===== src/rtl/oc8051_loader_pkg.sv =====
// Shared definitions for the 8051 code loader: FSM states, framing byte and error codes.
// Build option OC8051_LOADER_CHKSUM_EN (in the top) enables the trailing CHK byte.
package oc8051_loader_pkg;

  typedef enum logic [2:0] {
    ST_IDLE,
    ST_ADDR_H,
    ST_ADDR_L,
    ST_LEN,
    ST_DATA,
    ST_CHK,
    ST_FIN
  } state_t;

  localparam logic [7:0] SYNC_BYTE = 8'hA5;

  localparam logic [1:0] ERR_NONE  = 2'd0;
  localparam logic [1:0] ERR_CHK   = 2'd1;
  localparam logic [1:0] ERR_RANGE = 2'd2;
  localparam logic [1:0] ERR_TMO   = 2'd3;

  localparam int unsigned TMO_W = 16;

  // A LEN byte of zero stands for a full 256-byte payload.
  function automatic logic [8:0] len_to_count(input logic [7:0] len);
    return (len == 8'h00) ? 9'd256 : {1'b0, len};
  endfunction

endpackage


===== src/rtl/oc8051_loader_timer.sv =====
// Idle-cycle counter for the code loader: expires after LIMIT enabled cycles without a clear.
module oc8051_loader_timer
  import oc8051_loader_pkg::*;
#(
  parameter int unsigned LIMIT = 65535
) (
  input  logic clk,
  input  logic rst,
  input  logic i_clr,
  input  logic i_en,
  output logic o_expire
);

  logic [TMO_W-1:0] r_cnt;
  logic             w_hit;

  // r_cnt holds (idle cycles so far - 1) during the current idle cycle.
  assign w_hit    = (r_cnt == TMO_W'(LIMIT - 1));
  assign o_expire = i_en & ~i_clr & w_hit;

  always_ff @(posedge clk) begin
    if (rst || i_clr || !i_en || w_hit) begin
      r_cnt <= '0;
    end else begin
      r_cnt <= r_cnt + TMO_W'(1);
    end
  end

endmodule


===== src/rtl/oc8051_code_loader.sv =====
// oc8051_code_loader: writes framed code images from a byte stream into code memory.
// Build option OC8051_LOADER_CHKSUM_EN adds a trailing CHK byte that must bring the frame sum to zero.
module oc8051_code_loader
  import oc8051_loader_pkg::*;
#(
  parameter int unsigned CODE_AW     = 7,
  parameter int unsigned TIMEOUT_CYC = 65535
) (
  input  logic               clk,
  input  logic               rst,
  input  logic               rx_valid,
  input  logic [7:0]         rx_data,
  output logic               rx_ready,
  output logic               mem_we,
  output logic [CODE_AW-1:0] mem_addr,
  output logic [7:0]         mem_wdata,
  output logic               cpu_hold,
  output logic               load_done,
  output logic               load_err,
  output logic [1:0]         err_code
);

  state_t             r_state;
  state_t             w_state_nxt;
  logic [15:0]        r_cur;
  logic [8:0]         r_remain;
  logic               r_range;
  logic [1:0]         r_err_code;
  logic               r_tmo_pulse;
  logic               r_mem_we;
  logic [CODE_AW-1:0] r_mem_addr;
  logic [7:0]         r_mem_wdata;

  logic               w_accept;
  logic               w_expire;
  logic               w_timer_en;
  logic               w_in_range;
  logic               w_last_data;
  logic [1:0]         w_fin_err;

`ifdef OC8051_LOADER_CHKSUM_EN
  logic [7:0]         r_sum;
  logic [7:0]         w_sum_final;
`endif

  assign w_accept    = rx_valid & rx_ready;
  assign w_timer_en  = (r_state != ST_IDLE) && (r_state != ST_FIN);
  assign w_in_range  = ((r_cur >> CODE_AW) == 16'd0);
  assign w_last_data = (r_remain == 9'd1);

  // Error code latched on the byte that moves the frame into FIN.
`ifdef OC8051_LOADER_CHKSUM_EN
  assign w_sum_final = r_sum + rx_data;
  assign w_fin_err   = (w_sum_final != 8'h00) ? ERR_CHK :
                       (r_range ? ERR_RANGE : ERR_NONE);
`else
  assign w_fin_err   = (r_range || !w_in_range) ? ERR_RANGE : ERR_NONE;
`endif

  oc8051_loader_timer #(
    .LIMIT (TIMEOUT_CYC)
  ) u_timer (
    .clk      (clk),
    .rst      (rst),
    .i_clr    (w_accept),
    .i_en     (w_timer_en),
    .o_expire (w_expire)
  );

  assign rx_ready  = (r_state != ST_FIN);
  assign cpu_hold  = (r_state != ST_IDLE) && (r_state != ST_FIN);
  assign load_done = (r_state == ST_FIN) && (r_err_code == ERR_NONE);
  assign load_err  = ((r_state == ST_FIN) && (r_err_code != ERR_NONE)) || r_tmo_pulse;
  assign err_code  = r_err_code;
  assign mem_we    = r_mem_we;
  assign mem_addr  = r_mem_addr;
  assign mem_wdata = r_mem_wdata;

  always_ff @(posedge clk) begin
    if (rst) begin
      r_state <= ST_IDLE;
    end else begin
      r_state <= w_state_nxt;
    end
  end

  always_comb begin
    w_state_nxt = r_state;
    case (r_state)
      ST_IDLE:   if (w_accept && (rx_data == SYNC_BYTE)) w_state_nxt = ST_ADDR_H;
      ST_ADDR_H: if (w_accept) w_state_nxt = ST_ADDR_L;
      ST_ADDR_L: if (w_accept) w_state_nxt = ST_LEN;
      ST_LEN:    if (w_accept) w_state_nxt = ST_DATA;
      ST_DATA: begin
        if (w_accept && w_last_data) begin
`ifdef OC8051_LOADER_CHKSUM_EN
          w_state_nxt = ST_CHK;
`else
          w_state_nxt = ST_FIN;
`endif
        end
      end
      ST_CHK:    if (w_accept) w_state_nxt = ST_FIN;
      ST_FIN:    w_state_nxt = ST_IDLE;
      default:   w_state_nxt = ST_IDLE;
    endcase
    if (w_expire) begin
      w_state_nxt = ST_IDLE;
    end
  end

  // Timeout jumps straight to IDLE; its load_err pulse is registered so it
  // appears together with err_code=3.
  always_ff @(posedge clk) begin
    if (rst) begin
      r_cur       <= '0;
      r_remain    <= '0;
      r_range     <= 1'b0;
      r_err_code  <= ERR_NONE;
      r_tmo_pulse <= 1'b0;
      r_mem_we    <= 1'b0;
      r_mem_addr  <= '0;
      r_mem_wdata <= '0;
`ifdef OC8051_LOADER_CHKSUM_EN
      r_sum       <= '0;
`endif
    end else begin
      r_mem_we    <= 1'b0;
      r_tmo_pulse <= w_expire;
      if (w_expire) begin
        r_err_code <= ERR_TMO;
      end else if (w_accept) begin
        case (r_state)
          ST_IDLE: begin
            if (rx_data == SYNC_BYTE) begin
              r_err_code <= ERR_NONE;
              r_range    <= 1'b0;
`ifdef OC8051_LOADER_CHKSUM_EN
              r_sum      <= '0;
`endif
            end
          end
          ST_ADDR_H: begin
            r_cur[15:8] <= rx_data;
`ifdef OC8051_LOADER_CHKSUM_EN
            r_sum       <= r_sum + rx_data;
`endif
          end
          ST_ADDR_L: begin
            r_cur[7:0] <= rx_data;
`ifdef OC8051_LOADER_CHKSUM_EN
            r_sum      <= r_sum + rx_data;
`endif
          end
          ST_LEN: begin
            r_remain <= len_to_count(rx_data);
`ifdef OC8051_LOADER_CHKSUM_EN
            r_sum    <= r_sum + rx_data;
`endif
          end
          ST_DATA: begin
            r_mem_we    <= w_in_range;
            r_mem_addr  <= r_cur[CODE_AW-1:0];
            r_mem_wdata <= rx_data;
            r_cur       <= r_cur + 16'd1;
            r_remain    <= r_remain - 9'd1;
            if (!w_in_range) begin
              r_range <= 1'b1;
            end
`ifdef OC8051_LOADER_CHKSUM_EN
            r_sum <= r_sum + rx_data;
`else
            if (w_last_data) begin
              r_err_code <= w_fin_err;
            end
`endif
          end
          ST_CHK: begin
`ifdef OC8051_LOADER_CHKSUM_EN
            r_err_code <= w_fin_err;
`endif
          end
          default: ;
        endcase
      end
    end
  end

endmodule

===== config.mk =====
export PLATFORM = sky130hd
export DESIGN_NAME = oc8051_code_loader
export DESIGN_NICKNAME = d
export VERILOG_FILES = /design/src/rtl/oc8051_loader_pkg.sv /design/src/rtl/oc8051_loader_timer.sv /design/src/rtl/oc8051_code_loader.sv
export SDC_FILE = /design/constraint.sdc
export NUM_CORES = 1
export LEC_CHECK = 0
export BUFFER_PORTS_ARGS = -buffer_cell sky130_fd_sc_hd__buf_2
export CORE_MARGIN = 5
export CORE_UTILIZATION = 35
export DETAILED_ROUTE_END_ITERATION = 7
export GPL_ROUTABILITY_DRIVEN = 0
export GPL_TIMING_DRIVEN = 0
export PLACE_DENSITY = 0.59
export SLEW_MARGIN = 20
export SYNTH_ARGS = -nofsm -noshare
export SYNTH_HDL_FRONTEND = slang
export SYNTH_HIERARCHICAL = 1
export SYNTH_SLANG_ARGS = --single-unit

===== constraint.sdc =====
create_clock -name clk -period 5 [get_ports clk]
set_clock_uncertainty 0.15 [all_clocks]
set_input_delay 0.25 -clock clk [delete_from_list [all_inputs] [get_ports clk]]
set_output_delay 0.25 -clock clk [all_outputs]
set_load 0.03 [all_outputs]

**Word level (Yosys, flattened, before mapping)**

Index checks and enable logic that the tools add are counted.

- Bits in registers: 64
- Latch bits: 0
- Memory bits (writable): 0
- ROM bits: 0
- Input bits: 11
- Output and inout bits: 22
- Logic and storage cells: 93
- Memories kept: 0

- $add $sub $neg: 3
- Multipliers: 0
- Divide/modulo/power cells: 0
- Magnitude comparators: 0
- Eq/ne operators: 20
- Shifts and indexed selects: 0
- Mux-type cells: 20
- Bitwise operators: 6
- Reduce and logical (&&, ||, !) cells: 33

Operators by type and width:

| cell | count |
|---|---|
| $add 16x1->16 const B | 2 |
| $pmux 8 s2 | 2 |
| $mux 3 | 6 |
| $pmux 3 s6 | 1 |
| $pmux 9 s2 | 1 |
| $eq 16x16->1 const B | 1 |
| $logic_not 16->1 | 1 |
| $reduce_and 3->1 | 4 |
| $reduce_bool 2->1 | 6 |
| $mux 2 | 5 |
| $eq 3x3->1 const B | 3 |
| $eq 9x1->1 const B | 1 |
| $mux 9 | 1 |
| $ne 3x3->1 const B | 3 |
| $sub 9x1->9 const B | 1 |
| $eq 8x8->1 const B | 1 |
| $logic_not 8->1 | 1 |
| $ne 2x1->1 const B | 4 |
| $ne 2x2->1 const B | 4 |
| $eq 3x2->1 const B | 2 |
| $reduce_and 6->1 | 1 |
| $reduce_bool 3->1 | 2 |
| $logic_and 1x1->1 | 5 |
| $logic_or 1x1->1 | 5 |
| 13 further kinds | 19 |

**Depth between registers and ports, before layout**

- Depth after elaboration: 8
- Depth in mapped cells: 11
- Gate-level depth less buffers: 9

**Cells and area by module**

The synthesis kept the hierarchy.

By module, submodules not included:

| module | times used | cells each | area an instance (um^2) | seq. area each (um^2) |
|---|---|---|---|---|
| oc8051_code_loader | 1 | 346 | 2652.5 | 960.9 |
| oc8051_loader_timer | 1 | 81 | 723.2 | 320.3 |

**Least setup slack after synthesis**

Ideal clock, no wire load.

- Kind: register to register
- Start point: register r_state[1]
- End point: register r_mem_wdata[0], in the netlist mem_wdata[0]
- Setup time: 70 ps
- Arrival: 2861 ps
- Data required time: 4780 ps
- Path slack: 1919 ps
- Stages on the path, launching flop included: 12
- Path buffers: 3
- Period minus slack after synthesis: 3081 ps
- Cells stage by stage: dfxtp_1 > buf_2 > buf_1 > nand3b_1 > and2_1 > nand2b_1 > nor3_1 > inv_1 > nand3_1 > clkbuf_1 > nand2_1 > a21oi_1

- Cells in the longest elaborated chain, start to end: 7
- Elaborated cells between the ends (all ways): 10

RTL lines:

| what | line | source |
|---|---|---|
| start, declared | oc8051_code_loader.sv:23 | `state_t r_state;` |
| start signal, assigned | oc8051_code_loader.sv:83 | `r_state <= w_state_nxt;` |
| $ne 3x3->1 | oc8051_code_loader.sv:70 | `assign rx_ready = (r_state != ST_FIN);` |
| net rx_ready | oc8051_code_loader.sv:13 | `output logic rx_ready,` |
| $and 1x1->1 | oc8051_code_loader.sv:46 | `assign w_accept = rx_valid & rx_ready;` |
| net w_accept | oc8051_code_loader.sv:34 | `logic w_accept;` |
| $not 1->1 (no line) | -- |  |
| $and 1x1->1 (2 in series) | oc8051_loader_timer.sv:19 | `assign o_expire = i_en & ~i_clr & w_hit;` |
| net w_expire | oc8051_code_loader.sv:35 | `logic w_expire;` |
| $not 1->1 (no line) | -- |  |
| $reduce_and 3->1 (no line) | -- |  |
| end signal, assigned | oc8051_code_loader.sv:164 | `r_mem_wdata <= rx_data;` |
| end, declared | oc8051_code_loader.sv:32 | `logic [7:0] r_mem_wdata;` |

The timed path passes the listed nets, and every way through them passes these cells.
A chain may end at the register's enable or synchronous reset.

**Worst setup path after layout**

- Start point: register r_state[1]
- End point: register r_mem_wdata[4], in the netlist mem_wdata[4]

- Cells in the longest elaborated chain, start to end: 7
- Elaborated cells between the ends (all ways): 10

RTL lines:

| what | line |
|---|---|
| $ne 3x3->1 | oc8051_code_loader.sv:70 |
| $and 1x1->1 | oc8051_code_loader.sv:46 |
| net w_accept | oc8051_code_loader.sv:34 |
| $not 1->1 (no line) | -- |
| $and 1x1->1 (2 in series) | oc8051_loader_timer.sv:19 |
| net w_expire | oc8051_code_loader.sv:35 |
| $not 1->1 (no line) | -- |
| $reduce_and 3->1 (no line) | -- |

The timed path passes the listed nets, and every way through them passes these cells.

==> reports/metrics.yaml <==
final_layout:
  fin_nets: 486
  register_area_um2: 1280
  instances_no_fill: 604
  final_util_pct: 42.1
  diodes: 0
  fillers: 952
  area_growth_pct: 16.3
  fin_area_um2: 3930
  multiInputGateArea_um2: 1940
  layout-drive-gt1-share_pct: 13.7
drt:
  wl_per_cell_um: 16.4
  vias_per_cell: 5.65
  vias: 3415
  drc_errors: 0
  first_pass_iters: 7
  wirelength_um: 9910
  ant_nets: 0
  drt_iter0_markers: 301
worst_setup_path:
  critPathSlowestCell: "nor3_1"
  critPathKind: "reg2reg"
  reg2reg_slack_ns: 1.48
  r2r-end: "mem_wdata[4]"
  cpPeakStageDelay_ns: 0.66
  crit_family: "simple AND/OR/NAND/NOR gates"
  crit_fanout: 10
  critical_path.cell_chain: "buf_2, buf_1, nand3b_1, and2_1, nand2b_1, nor3_1, inv_1, nand3_1, clkbuf_1, nand2_1, a21oi_1"
  crit_start: "r_state[1]"
  startpoint_type: "register"
  worstPathArrival_ns: 3.65
  rr_worst_depth: 11
  path_buf_inv: 4
  crit_required_ns: 5.13
  r2r-start: "r_state[1]"
  critPathCaptureType: "register"
clocking:
  tritoncts.num_buffers: 9
  cts_tree: "built"
  cts.sinks: 64
  clock_path_buffers: 2
  clk_latency_ns: 0.35
  h-tree-depth: 3
  cts-root-buf: "clkbuf_8"
  post_cts_resized: 0
  ctsHoldBuffers: 0
  post_cts_buffers: 0
  clk_pin_slew_worst_paths_ns: 0.08
grt:
  grt_pass1_vias: 3217
  grt_first_pass_wirelength_um: 16500
  antenna_found_initial: 0
  overflow: 0
  grt_usage_pct: 17.7
  grt_max_degree: 13
sta:
  worst_slew_pin_slew_ns: 0.788
  maxSlewHeadroom_pct: 47.1
  drv_slew: 0
  min_period_over_period_pct: 70.5
  setup_violations: 0
  rsz0062_at_grt: "false"
  hold_viol_final: 0
  fmax_mhz: 284
  setup_tns_ns: 0
  finalCriticalPeriod_ns: 3.52
  timing.hold.ws_ns: 0.0336
pwr:
  powerDensity_nw_per_um2: 271
  p_leak_nw: 1.31
  seqPwrFrac_pct: 47.9
  vdd_drop_max_mv: 0.140
  switchingPower_uw: 247
  swShare_pct: 23.2
  clkPwrFrac_pct: 48.7
  internal-power_uw: 817
  pwr-share-comb_pct: 3.4
floorplanning:
  die_h_um: 108
  die_area_um2: 11700
  row_count: 35
  initial_utilization_pct: 36.2
  ios: 33
  core_um2: 9330
  die_w_um: 108
logic_synthesis:
  synth_cell_types: 53
  synth_adder_area_share_pct: 1.85
  postSynthCellCount: 427
  synth_nets: 443
  avgSynthCellArea_um2: 7.91
  ys_ff_latch: 64
  ys_warn_count: 6
  yosys.area_share.simple_pct: 31.5
  synthXorXnorAreaFrac_pct: 4.41
  syn_area_um2: 3380
  synthArstFlopShare_pct: 0
  synthDominantCellAreaShare_pct: 38.0
  synth-edff-count: 0
  synth-compound-area-share_pct: 19.2
  ys_top_cells_by_area: "dfxtp_1 38%, a21oi_1 6.4%, nand2_1 5.7%, nor2_1 3.8%, o21ai_0 3.4%"
  yosys.area.top_type: "dfxtp_1"
  synth_ff_type: "dfxtp_1"
  synth_seq_area_share_pct: 38.0
  synth_top_family_by_area: "simple AND/OR/NAND/NOR gates"
  synthMuxAreaShare_pct: 0.630
flow_run:
  max_cap_viol_count: 0
place:
  dp_cells: 588
  placed_area_um2: 3700
  hpwl_um: 7170
  port_buffers: 32
min_path:
  hp-start: "rx_data[0]"
  hp-class: "in2reg"
  worstHoldEndpoint: "mem_wdata[0]"
  min_delay_path_depth: 3
run_status:
  outcome: "finished clean"
[worst register-to-register path, stage by stage (launching register included)]
cell and delay [ns]:
dfxtp_1 0.31, buf_2 0.18, buf_1 0.37, nand3b_1 0.23, and2_1 0.20, nand2b_1 0.15, nor3_1 0.66, inv_1 0.20
nand3_1 0.38, clkbuf_1 0.39, nand2_1 0.10, a21oi_1 0.15
[per-stage QoR]
stage / setup WS, ns / power, mW
6_report: 1.48 / 1.06
5_1_grt: 1.02 / 1.10
4_1_cts: 1.47 / 1.07
3_5_place_dp: 1.49 / 0.557
3_3_place_gp: 1.50 / 0.558
2_1_floorplan: 1.92 / 0.539
[cells in the mapped netlist (3+ instances only)]
cell type   n
nor4_1     14
nor3b_1     6
dfxtp_1    64
a21oi_1    43
o211ai_1    4
nand3_1    15
nor3_1     14
buf_2       6
inv_1       8
nand4b_1    5
nand2_1    51
a311oi_1    5
ha_1        5
nand3b_1    3
xnor2_1    10
clkbuf_1   17
a21o_1      4
o22ai_1     5
o21ai_0    23
a211oi_1    8
or3_1       6
nor2_1     34
and4_1      3
a31oi_1     5
nand2b_1    4
xor2_1      7
and3_1      8
nand4_1    10
and2_1      9
or4_1       4
[cells by family after synthesis]
kind of cell	Yosys count
and+or+nand+nor	196
buffers and inverters	35
adders and majority gates	5
AOI/OAI and AO/OA	108
muxes	2
DFF	64
xor gates and xnor gates	17
[layout by cell type (no fill, tap or decap), types with 5 or more instances in the layout]
cell      netlist  final
dfxtp_1        64     64
nand2_1        51     51
a21oi_1        43     43
buf_2           6     38
nor2_1         34     34
o21ai_0        23     23
clkbuf_1       17     17
nand3_1        15     15
nor3_1         14     14
nor4_1         14     14
xnor2_1        10     10
nand4_1        10     10
clkbuf_8        0     10
and2_1          9      9
inv_1           8      8
and3_1          8      8
a211oi_1        8      8
xor2_1          7      7
nor3b_1         6      6
or3_1           6      6
a311oi_1        5      5
a31oi_1         5      5
nand4b_1        5      5
o22ai_1         5      5
ha_1            5      5
[final cells by class]
type                       count  share of cell area, %
buffer                        27                   3.06
inverter                       8                  0.765
timing repair buffer          32                   4.08
clock inverter                 6                   2.30
multi-input combinational    328                   49.5
tap                          129                   4.11
sequential                    64                   32.6
clock buffer                  10                   3.51
[sequential cells by signal, summed over array words and instances, names as in the netlist]
signal and flops:
r_cur 16, r_range 1, err_code 2, r_tmo_pulse 1
mem_wdata 8, mem_we 1, r_remain 9, u_timer/r_cnt 16
mem_addr 7, r_state 3
[per-layer routing]
layer	routed length [um]	part of all wire [%]	up-vias	global-route usage, %
met5	0	0	-	0
li1	-	-	1651	-
met1	4640	47	1598	25.4
met4	216	2.2	0	5.95
met2	4260	43	139	26.2
met3	784	7.9	27	4.18
[how the worst max path moves through the flow]
stage                    to  slack (ns)  cells past startpoint
6_report       mem_wdata[4]        1.48                     11
5_1_grt        mem_wdata[4]        1.02                     11
4_1_cts         mem_addr[3]        1.47                     11
3_5_place_dp    mem_addr[3]        1.49                     11
3_3_place_gp   mem_wdata[3]        1.50                     11
2_1_floorplan  mem_wdata[0]        1.92                     11
[power groups by stage]
stage	sequential [mW]	combinational, mW	clock (mW)
after floorplan	0.521	0.0180	0
after global placement	0.521	0.0364	0
after detailed placement	0.521	0.0358	0
after CTS	0.509	0.0361	0.529
after global routing	0.509	0.0393	0.554
final	0.509	0.0366	0.517
Power figures use the tool's default switching activity.
